File: src/rtl/fifo_arb_pkg.sv
// Shared definitions for the FIFO write-port arbiter and its round-robin picker.
//   IDX_W()              : index width for an N-entry requester set (clog2, min 1)
//   DEFAULT_NUM_REQ      : default requester count
//   DEFAULT_DATA_WIDTH   : default FIFO data width
//   DEFAULT_CNT_WIDTH    : default grant-counter width
//   CNT_SAT_MAX          : all-ones pattern, sliced to the counter width for saturation
package fifo_arb_pkg;

  localparam int unsigned DEFAULT_NUM_REQ    = 4;
  localparam int unsigned DEFAULT_DATA_WIDTH = 8;
  localparam int unsigned DEFAULT_CNT_WIDTH  = 16;
  localparam logic [63:0] CNT_SAT_MAX        = '1;

  function automatic int unsigned IDX_W(input int unsigned n);
    return (n <= 1) ? 1 : $clog2(n);
  endfunction

endpackage

File: src/rtl/rr_pick.sv
// Round-robin picker (pure combinational).
// Scans i_req starting at i_ptr, wrapping modulo NUM_REQ, and returns the first set bit.
//   i_req   : request vector
//   i_ptr   : highest-priority position for this cycle
//   o_grant : one-hot winner (0 when no request)
//   o_idx   : binary winner index (0 when no request)
//   o_valid : at least one request present
module rr_pick
  import fifo_arb_pkg::*;
#(
  parameter int unsigned NUM_REQ = DEFAULT_NUM_REQ,
  localparam int unsigned IW     = IDX_W(NUM_REQ)
) (
  input  logic [NUM_REQ-1:0] i_req,
  input  logic [IW-1:0]      i_ptr,
  output logic [NUM_REQ-1:0] o_grant,
  output logic [IW-1:0]      o_idx,
  output logic               o_valid
);

  int unsigned w_pos;

  always_comb begin
    o_grant = '0;
    o_idx   = '0;
    o_valid = 1'b0;
    w_pos   = 0;
    for (int unsigned i = 0; i < NUM_REQ; i++) begin
      w_pos = (32'(i_ptr) + i) % NUM_REQ;
      // First hit in scan order wins; later hits are ignored.
      if (!o_valid && i_req[w_pos]) begin
        o_grant[w_pos] = 1'b1;
        o_idx          = IW'(w_pos);
        o_valid        = 1'b1;
      end
    end
  end

endmodule

File: src/rtl/fifo_wr_arbiter.sv
// Round-robin arbiter sharing one synchronous FIFO write port between NUM_REQ producers.
// Grant is combinational from registered pointer state; no write while i_fifo_full=1.
// Optional feature macro: FIFO_WR_ARBITER_STATS_EN adds per-requester saturating grant
// counters (o_grant_cnt) with a synchronous clear (i_stats_clr).
//   i_clk          : clock, rising edge
//   i_rst          : asynchronous active-low reset; also forces grant/write outputs to 0
//   i_req          : per-producer request, held until granted
//   i_req_data     : packed producer data, slice k = [k*DATA_WIDTH +: DATA_WIDTH]
//   o_grant        : one-hot; req_data[k] is written at this edge
//   i_fifo_full    : FIFO full flag
//   o_fifo_w_en    : FIFO write enable
//   o_fifo_data_in : FIFO write data
//   o_last_idx     : registered index of the most recent winner
//   o_busy         : registered; a write happened in the previous cycle
//   o_grant_cnt    : (stats) packed counters, slice k = [k*CNT_WIDTH +: CNT_WIDTH]
//   i_stats_clr    : (stats) synchronous clear of all counters, wins over increment
module fifo_wr_arbiter
  import fifo_arb_pkg::*;
#(
  parameter int unsigned NUM_REQ    = DEFAULT_NUM_REQ,
  parameter int unsigned DATA_WIDTH = DEFAULT_DATA_WIDTH
`ifdef FIFO_WR_ARBITER_STATS_EN
  ,
  parameter int unsigned CNT_WIDTH  = DEFAULT_CNT_WIDTH
`endif
) (
  input  logic                          i_clk,
  input  logic                          i_rst,
  input  logic [NUM_REQ-1:0]            i_req,
  input  logic [NUM_REQ*DATA_WIDTH-1:0] i_req_data,
  output logic [NUM_REQ-1:0]            o_grant,
  input  logic                          i_fifo_full,
  output logic                          o_fifo_w_en,
  output logic [DATA_WIDTH-1:0]         o_fifo_data_in,
  output logic [IDX_W(NUM_REQ)-1:0]     o_last_idx,
  output logic                          o_busy
`ifdef FIFO_WR_ARBITER_STATS_EN
  ,
  output logic [NUM_REQ*CNT_WIDTH-1:0]  o_grant_cnt,
  input  logic                          i_stats_clr
`endif
);

  localparam int unsigned IW = IDX_W(NUM_REQ);

  logic [IW-1:0]      r_rr_ptr;
  logic [IW-1:0]      r_last_idx;
  logic               r_busy;

  logic [NUM_REQ-1:0] w_pick_grant;
  logic [IW-1:0]      w_pick_idx;
  logic               w_pick_valid;
  logic               w_write;
  logic [IW-1:0]      w_next_ptr;

  rr_pick #(
    .NUM_REQ (NUM_REQ)
  ) u_rr_pick (
    .i_req   (i_req),
    .i_ptr   (r_rr_ptr),
    .o_grant (w_pick_grant),
    .o_idx   (w_pick_idx),
    .o_valid (w_pick_valid)
  );

  // Reset level is part of the write qualifier so an in-flight grant drops immediately.
  assign w_write    = i_rst && !i_fifo_full && w_pick_valid;
  assign w_next_ptr = (w_pick_idx == IW'(NUM_REQ - 1)) ? '0 : w_pick_idx + IW'(1);

  always_comb begin
    o_grant        = '0;
    o_fifo_w_en    = 1'b0;
    o_fifo_data_in = '0;
    if (w_write) begin
      o_grant        = w_pick_grant;
      o_fifo_w_en    = 1'b1;
      o_fifo_data_in = i_req_data[w_pick_idx*DATA_WIDTH +: DATA_WIDTH];
    end
  end

  always_ff @(posedge i_clk or negedge i_rst) begin
    if (!i_rst) begin
      r_rr_ptr   <= '0;
      r_last_idx <= '0;
      r_busy     <= 1'b0;
    end else begin
      r_busy <= w_write;
      if (w_write) begin
        r_rr_ptr   <= w_next_ptr;
        r_last_idx <= w_pick_idx;
      end
    end
  end

  assign o_last_idx = r_last_idx;
  assign o_busy     = r_busy;

`ifdef FIFO_WR_ARBITER_STATS_EN
  logic [CNT_WIDTH-1:0] r_cnt [NUM_REQ];

  always_ff @(posedge i_clk or negedge i_rst) begin
    if (!i_rst) begin
      for (int unsigned k = 0; k < NUM_REQ; k++) begin
        r_cnt[k] <= '0;
      end
    end else if (i_stats_clr) begin
      for (int unsigned k = 0; k < NUM_REQ; k++) begin
        r_cnt[k] <= '0;
      end
    end else begin
      for (int unsigned k = 0; k < NUM_REQ; k++) begin
        if (o_grant[k] && (r_cnt[k] != CNT_SAT_MAX[CNT_WIDTH-1:0])) begin
          r_cnt[k] <= r_cnt[k] + CNT_WIDTH'(1);
        end
      end
    end
  end

  always_comb begin
    o_grant_cnt = '0;
    for (int unsigned k = 0; k < NUM_REQ; k++) begin
      o_grant_cnt[k*CNT_WIDTH +: CNT_WIDTH] = r_cnt[k];
    end
  end
`endif

endmodule

File: config.mk
export PLATFORM = sky130hd
export DESIGN_NAME = fifo_wr_arbiter
export DESIGN_NICKNAME = d
export VERILOG_FILES = /design/src/rtl/fifo_arb_pkg.sv /design/src/rtl/rr_pick.sv /design/src/rtl/fifo_wr_arbiter.sv
export SDC_FILE = /design/constraint.sdc
export NUM_CORES = 1
export LEC_CHECK = 0
export BUFFER_PORTS_ARGS = -buffer_cell sky130_fd_sc_hd__buf_2
export CORE_UTILIZATION = 35
export CTS_CLUSTER_SIZE = 20
export DETAILED_ROUTE_END_ITERATION = 12
export MAX_ROUTING_LAYER = met4
export PLACE_DENSITY = 0.76
export SLEW_MARGIN = 20
export SYNTH_ARGS = -nofsm -noshare
export SYNTH_HDL_FRONTEND = slang
export SYNTH_HIERARCHICAL = 1
export SYNTH_SLANG_ARGS = --single-unit
File: constraint.sdc
create_clock -name i_clk -period 4.74 [get_ports i_clk]
set_clock_uncertainty 0.05 [all_clocks]
set_input_delay 0.711 -clock i_clk [delete_from_list [all_inputs] [get_ports i_clk]]
set_output_delay 0.711 -clock i_clk [all_outputs]
set_load 0.01 [all_outputs]
* Word-level counts from Yosys, hierarchy flattened
Index checks and enable logic that the tools add are counted.
Widths: inputs -> output; s select.
** Operators by class
- Add/subtract/negate cells :: 4
- Multiply operators :: 0
- Divide/modulo/power cells :: 0
- Magnitude comparators :: 8
- Eq/ne operators :: 1
- Shift-type cells :: 1
- Muxes and demuxes :: 32
- Bitwise logic cells :: 3
- Reduce and logical (&&, ||, !) cells :: 13
** Operators with widths (count)
- $shiftx 32x6->8 :: 1
- $mux 4 :: 5
- $mux 1 :: 13
- $lt 2x3->1 const B :: 4
- $or 4x4->4 :: 3
- $mux 2 :: 5
- $logic_and 1x1->1 :: 9
- $bmux 1 s2 :: 4
- $demux 1 s2 :: 4
- $ge 2x1->1 const B :: 4
- $mux 8 :: 1
- $add 2x1->2 const B :: 2
- $add 2x2->2 const B :: 2
- $logic_not 1->1 :: 4
- $eq 2x2->1 const B :: 1
** Word-level totals
- Flip-flop bits (word level) :: 5
- Bits in latches :: 0
- Memory bits (writable) :: 0
- Memory bits (read-only) :: 0
- Bits of input ports :: 39
- Output and inout port bits :: 16
- Word-level logic and storage cells :: 65
- Memories kept :: 0

* Depth between registers and ports, before layout
Gate-level depths: netlist of the first run.
- Depth in word-level cells :: 14
- Mapped depth :: 12
- Mapped depth without buffers :: 9

* Modules after synthesis
Netlist of the first run, hierarchy kept.
** Modules (own cells, without submodules)
- fifo_wr_arbiter :: instances 1, cells each 47, area an instance 500.5 µm², sequential area each 125.1 µm²
- rr_pick :: instances 1, cells each 45, area an instance 421.7 µm², sequential area each 0.0 µm²

* Least setup slack after synthesis of the first run
Ideal clock, no wire load.
- Path type :: reg-to-output
- Start point :: reg r_rr_ptr[0]
- End point :: out o_fifo_data_in[5]
- Arrival time :: 2.660 ns
- Required time :: 3.979 ns
- Slack :: 1.319 ns
- Cell stages (with the launch flop) :: 13
- Buffers on the path :: 4
- Cells stage by stage :: dfrtp_1 -> buf_6 -> inv_1 -> ha_1 -> mux4_2 -> buf_6 -> nor4b_4 -> nor2_1 -> a32o_1 -> buf_6 -> buf_8 -> mux2i_1 -> o22ai_1
** Between the ends
- Cells in the longest elaborated chain, start to end :: 14
- Elaborated cells between the ends (all ways) :: 28
- Classes of those cells :: add/sub: 3; shift: 1; mux: 17; reduce/logical: 7
** Ends and longest elaborated chain
- start, declared :: line fifo_wr_arbiter.sv:46 : logic [IW-1:0] r_rr_ptr;
- start signal, assigned :: line fifo_wr_arbiter.sv:89 : r_rr_ptr <= w_next_ptr;
- parallel branches: the longest is 11 deep, another holds $add 2x1->2
- $mux 2 (*) :: line rr_pick.sv:31 : if (!o_valid && i_req[w_pos]) begin
- named net w_pick_idx[1] :: line fifo_wr_arbiter.sv:51 : logic [IW-1:0] w_pick_idx;
- $shiftx 32x6->8 (*) :: line fifo_wr_arbiter.sv:77 : o_fifo_data_in = i_req_data[w_pick_idx*DATA_WIDTH +: DATA_WIDTH];
- $mux 8 (*) :: line fifo_wr_arbiter.sv:74 : if (w_write) begin
- end, declared :: line fifo_wr_arbiter.sv:34 : output logic [DATA_WIDTH-1:0] o_fifo_data_in,
Mark *: on every way through the listed nets, which the timed path passes. The select of a mux whose other input is x is not followed.

* Final worst setup path of the first run
- Start point :: reg r_rr_ptr[0]
- End point :: out o_fifo_data_in[2]
Same word-level chain as after synthesis.

==> run metrics, run 1 <==
r2r endpoint r_rr_ptr[1]; Max Cap Viol 0; HPWL after detailed placement between 1500 and 2000 µm; CP max stage delay between 0.6 and 0.7 ns; DRC 0; top post-synthesis cells by area mux2i_1 20%, dfrtp_1 14%, ha_1 8.1%; Vert. Die Dim 53.3 µm; Critical Path AT 3.46 ns; Top FF cell, synth dfrtp_1; largest net degree at the start of global routing 19; met3 routed WL between 100 and 150 µm; Antenna diodes 0; nets@finish 189; Syn Nets 137; final period utilization 0.890; highest metal used met4; PortBufs 54; clock latency on the worst-skew pair 0.25 ns; Leak 0.619 nW; Power per Cell Area about 710 nW/µm²; area of the multi-input gates 716 µm²; post-route ant nets 0; die width 53.3 µm; final number of setup-violating endpoints 0; Detailed Routing Iterations Pass 1 5; Avg Inst Size Synth 10.0 µm²; synth warn 6; effective utilization at floorplan 0.372; RSZ-0062 raised after global routing no; # IOs 55; vias 986; CTS tree built; Fillers 252; clock root buffer master clkbuf_4; Worst setup EP type output pin; Mapped Cells 92; Synth area leader mux2i_1; reg-to-reg setup timing slack roughly 1.4 ns; fin crit period around 4.2 ns; post-synthesis sequential area ratio 0.136; via/cell ratio 5.70; Tightest Pin Transition 0.584 ns; f_max 0.237 GHz; Post-synth EDFFs 0; Worst R2R Path Depth 8; clock buffer count from CTS 3; mapped cell area a little over 900 µm²; FFs w/ async S/R, synth 1.00; number of DRC markers in iteration 0 31; post-DR wirelength/cell 14.3 µm; share of cells above drive strength 1 0.462; slowest cell on the critical path dfrtp_1; final max-slew violation count 0; CTS sink count 5; first-pass GRT wire length 3820 µm; worst min path class primary input to asynchronous set/reset pin; met1 WL 973 µm; Synth top area share 0.195; #FFs+latches synth 5; core area 2480 µm²; Post-Route Setup TNS 0 ns; status completed; initial antenna violation count 0; area delta synth->final 29.0%; Final GP Congestion 0.861; Unique masters post-synth 30; Fin. Hold Viols 0; commonest cells after routing, fill and taps aside 54 x buf_2, 18 x mux2i_1, 8 x o22ai_1, 8 x a22oi_1; row count 18; Setup crit start kind flop; Util after Layout 0.480; vias in the first global route 847; crit-path cells inv_1 -> ha_1 -> mux4_2 -> nor4b_4 -> nor2_1 -> a32o_2 -> mux2i_1 -> o22ai_1 -> buf_2; routed length on met2 1350 µm; Rel. slew slack 0.611; GRT Util Overall 0.188; clk buf depth 2; CP Max Fanout 18; Reg2Reg Launch Point r_rr_ptr[0]; Peak VDD IR 0.000318 V; Register Area 125 µm²; total congestion overflow 0; CP Class flop to output pin; final WL 2470 µm; H-tree depth 1; full die area 2840 µm²; Worst-path clk slew roughly 0.06 ns; worst endpoint required time roughly 4.0 ns; commonest non-fill, non-tap cell in the layout buf_2
==> layout make-up <==
cell class / count / area share
Clock buffer: 4 / 0.0221
Inverter: 4 / 0.0126
Multi-Input combinational cell: 76 / 0.601
Tap cell: 30 / 0.0315
Sequential cell: 5 / 0.105
Timing Repair Buffer: 54 / 0.227
==> where the power goes <==
group	total, mW	internal (mW)	switching [mW]
Combinational	0.689	0.335	0.355
Sequential	0.0995	0.0612	0.0383
Clock	0.0552	0.0322	0.0230
==> how the worst max path moves through the flow <==
stage,from,endpoint,slack (ns),cells past startpoint
after CTS,r_rr_ptr[0],o_fifo_data_in[2],0.30,9
after global placement,r_rr_ptr[0],o_fifo_data_in[2],0.79,8
after floorplan,r_rr_ptr[0],o_fifo_data_in[5],1.32,12
after detailed placement,r_rr_ptr[0],o_fifo_data_in[2],0.59,9
after global routing,r_rr_ptr[0],o_fifo_data_in[2],0.28,9
final,r_rr_ptr[0],o_fifo_data_in[2],0.52,9
==> kinds of logic (layout without fill, tap and decap cells) <==
logic type | Yosys count | count (layout) | share of synthesized area
flops | 5 | 5 | 0.136
mux | 26 | 26 | 0.362
compound gates | 26 | 26 | 0.189
fa+ha+maj | 6 | 6 | 0.0814
simple gates | 18 | 18 | 0.142
buf+inv | 11 | 62 | 0.0895
==> worst max-delay path, delay by kind of cell (launching register included) <==
kind / cells / cell delay, ns
and+or+nand+nor: 2 / 0.54
AOI/OAI and AO/OA: 2 / 0.63
muxes: 2 / 0.64
adders and majority gates: 1 / 0.38
DFF: 1 / 0.68
buffers and inverters: 2 / 0.31
==> cell usage after synthesis, types with 3 or more instances <==
cell and n:
o21ai_0 6, a22oi_1 8, mux2_4 3, and2_1 4
mux2i_1 18, o22ai_1 8, ha_1 6, nor2_1 4
buf_6 4, inv_1 4, dfrtp_1 5
==> layer usage <==
metal	track usage	vias up
li1	-	465
met5	-	-
met1	0.224	470
met2	0.306	49
met3	0.0259	2
met4	0.0921	0
==> stage by stage <==
step	hold WS [ns]	area [µm²]	power [mW]	setup slack (ns)	cells
detailed placement	0.482	1160	0.784	0.587	169
floorplan	0.365	922	0.713	1.32	92
global route	0.218	1190	0.917	0.282	173
CTS	0.226	1190	0.841	0.300	173
finish	0.228	1190	0.844	0.523	173
global placement	0.448	1160	0.748	0.790	169
==> what timing repair did <==
item                       CTS  global route
hold buffers                 0             0
setup endpoints to repair    0             2
resized for setup            0             1
setup buffers                0             0
==> state kept, by name (all words and copies together), names as in the netlist <==
register / count
r_rr_ptr: 2
o_busy: 1
o_last_idx: 2
No activity file was read; power rests on OpenSTA's default activity.
==> run 2, diff against run 1 <==
Settings changed: CAP_MARGIN from default to 20, CTS_CLUSTER_SIZE 20 to default, PLACE_DENSITY 0.76 to 0.73, SYNTH_HIERARCHICAL 1 to default.
==> run 2 against run 1 <==
The run now ends with design-rule violations left. Maximum frequency fell by 2.1%. Non-clock buffer count rose by 1. First-iteration DRC count is 13% higher. Critical endpoint unchanged. Highest routed layer unchanged. Die area grew 17%. Cell area grew 12%.
==> run metrics, run 2 <==
full die area 3330 µm²; Fillers approximately 310; placed cells 202; GRT Util Overall 0.181; top post-synthesis cells by area dfrtp_1 12%, nand3_1 12%, ha_1 10%; share of cells above drive strength 1 0.429; CP Max Fanout 20; largest net degree at the start of global routing 34; HPWL after detailed placement between 2000 and 2500 µm; mapped cell area 1090 µm²; design area 1340 µm²; most frequent cell after synthesis nand3_1; initial antenna violation count 0; Syn Nets 178; worst min path class primary input to asynchronous set/reset pin; crit-path cells inv_1 -> ha_1 -> mux4_2 -> inv_2 -> a21oi_2 -> o21ai_2 -> a31oi_1 -> a32oi_1 -> buf_2; Worst-path clk slew 0.04 ns; clock buffer count from CTS 3; # IOs 55; CP Class flop to output pin; met1 WL 1280 µm; Post-DP Area 1310 µm²; PortBufs 54; hold buffers post-CTS 0; CTS tree built; first-pass GRT wire length 4690 µm; met3 routed WL 98 µm; post-CTS setup buffers 0; CP max stage delay 0.78 ns; die width about 58 µm; #FFs+latches synth 5; row count 19; Switch Pwr 0.441 mW; Post-Route Setup TNS 0 ns; CTS sink count 5; highest metal used met4; core area 2850 µm²; Worst setup EP type output pin; via/cell ratio 5.76; post-route ant nets 0; CP startpoint r_rr_ptr[0]; clock latency on the worst-skew pair 0.24 ns; Peak VDD IR 0.000302 V; total congestion overflow 0; fin crit period 4.31 ns; H-tree depth 1; clk buf depth 2; Unique masters post-synth 40; Detailed Routing Iterations Pass 1 8; number of DRC markers in iteration 0 35; Critical Path AT 3.55 ns; commonest cells after routing, fill and taps aside 54 x buf_2, 25 x nand3_1, 9 x a31oi_1, 9 x ha_1; Util after Layout 0.468; Mapped Cells between 100 and 150; Synth area leader dfrtp_1; routed length on met2 between 1500 and 2000 µm; Fin. Hold Viols 0; vias in the first global route 1,032; effective utilization at floorplan 0.381; final number of setup-violating endpoints 0; post-synthesis sequential area ratio 0.115; Synth top area share 0.115; sw frac 0.552; post-cts resize count 0; FFs w/ async S/R, synth 1.00; Post-synth EDFFs 0; Avg Inst Size Synth 8.36 µm²; Clock power frac 0.061; part of the power in registers 0.127; area delta synth->final 22.9%; Top FF cell, synth dfrtp_1; Buf+Inv Stages, Crit Path 3; Final GP Congestion slightly above 0.9; Final Non-Filler Cells 206; Tot Pwr 0.800 mW; Antenna diodes 0; f_max 0.232 GHz; internal power 0.359 mW; combinational fraction of design power 0.811; post-DR wirelength/cell 14.3 µm; synth warn 0; final period utilization 0.909; DRC 1; Max Cap Viol 0; final WL 2940 µm; Synth top cells by count 25 x nand3_1, 9 x a31oi_1, 9 x ha_1; Power per Cell Area 599 nW/µm²; worst endpoint required time 3.98 ns; nets@finish 224; Vert. Die Dim 57.7 µm; status finished with violations; critical path's top delay family compound AO/OA/AOI/OAI gates; commonest non-fill, non-tap cell in the layout buf_2; Tightest Pin Transition 1.06 ns; vias roughly 1,200; final max-slew violation count 0; Reg2Reg Launch Point r_rr_ptr[0]; RSZ-0062 raised after global routing no; failing checks design-rule violations; Setup crit start kind flop; clock root buffer master clkbuf_4; Leak 0.583 nW; slowest cell on the critical path dfrtp_1; Rel. slew slack 0.292
-- run 2: final cells by class --
class,count,area [µm²],share of cell area
inverters,5,21.3,0.0159
multi-input cells,106,847,0.634
well taps,31,38.8,0.0290
clock buffers,4,26.3,0.0197
repair buffers,55,278,0.208
flip-flops and latches,5,125,0.0936
-- run 2: power groups by stage --
stage          logic (mW)  registers [mW]  clock network [mW]
2_1_floorplan       0.554          0.0782                   0
3_3_place_gp        0.631           0.100                   0
3_5_place_dp        0.645           0.103                   0
4_1_cts             0.647           0.103              0.0506
5_1_grt             0.715           0.109              0.0518
6_report            0.649           0.102              0.0490
-- run 2: path summary, 6_finish.rpt --
kind	end	slack, ns	cells past startpoint
max in group asynchronous	r_rr_ptr[0]	4.27	1
min in group i_clk	o_last_idx[1]	0.46	1
worst min-delay path	r_rr_ptr[1]	0.23	1
worst max register to register	r_rr_ptr[0]	1.14	9
worst min register to register	o_last_idx[1]	0.46	1
worst max-delay path	o_fifo_data_in[2]	0.43	9
-- run 2: worst reg2reg max path: stages, from the launching register on --
cell and delay (ns):
dfrtp_1 0.78, inv_1 0.32, ha_1 0.61, mux4_2 0.44, inv_2 0.09, a21oi_2 0.08, o21ai_2 0.50, ha_1 0.28
nor2_1 0.04, a32o_1 0.29
-- run 2: per-stage QoR --
step | hold slack, ns | setup WS [ns]
finish | 0.233 | 0.433
global route | 0.243 | 0.167
CTS | 0.227 | 0.473
detailed placement | 0.442 | 0.739
global placement | 0.445 | 0.856
floorplan | 0.365 | 1.43
-- run 2: kinds of logic (layout without fill, tap and decap cells) --
kind of cell	Yosys count	in the layout	synth area share
buffers and inverters	19	64	0.112
flip-flops	5	5	0.115
multiplexers	4	4	0.0759
adder cells (fa/ha/maj)	9	9	0.104
AND/OR/NAND/NOR	46	46	0.237
XOR/XNOR	1	1	0.00806
AO/OA/AOI/OAI	46	46	0.349
-- run 2: routing by layer --
layer,vias to the layer above,track usage
met2,28,0.314
met5,-,-
li1,598,-
met3,2,0.0112
met1,559,0.227
met4,0,0.0510
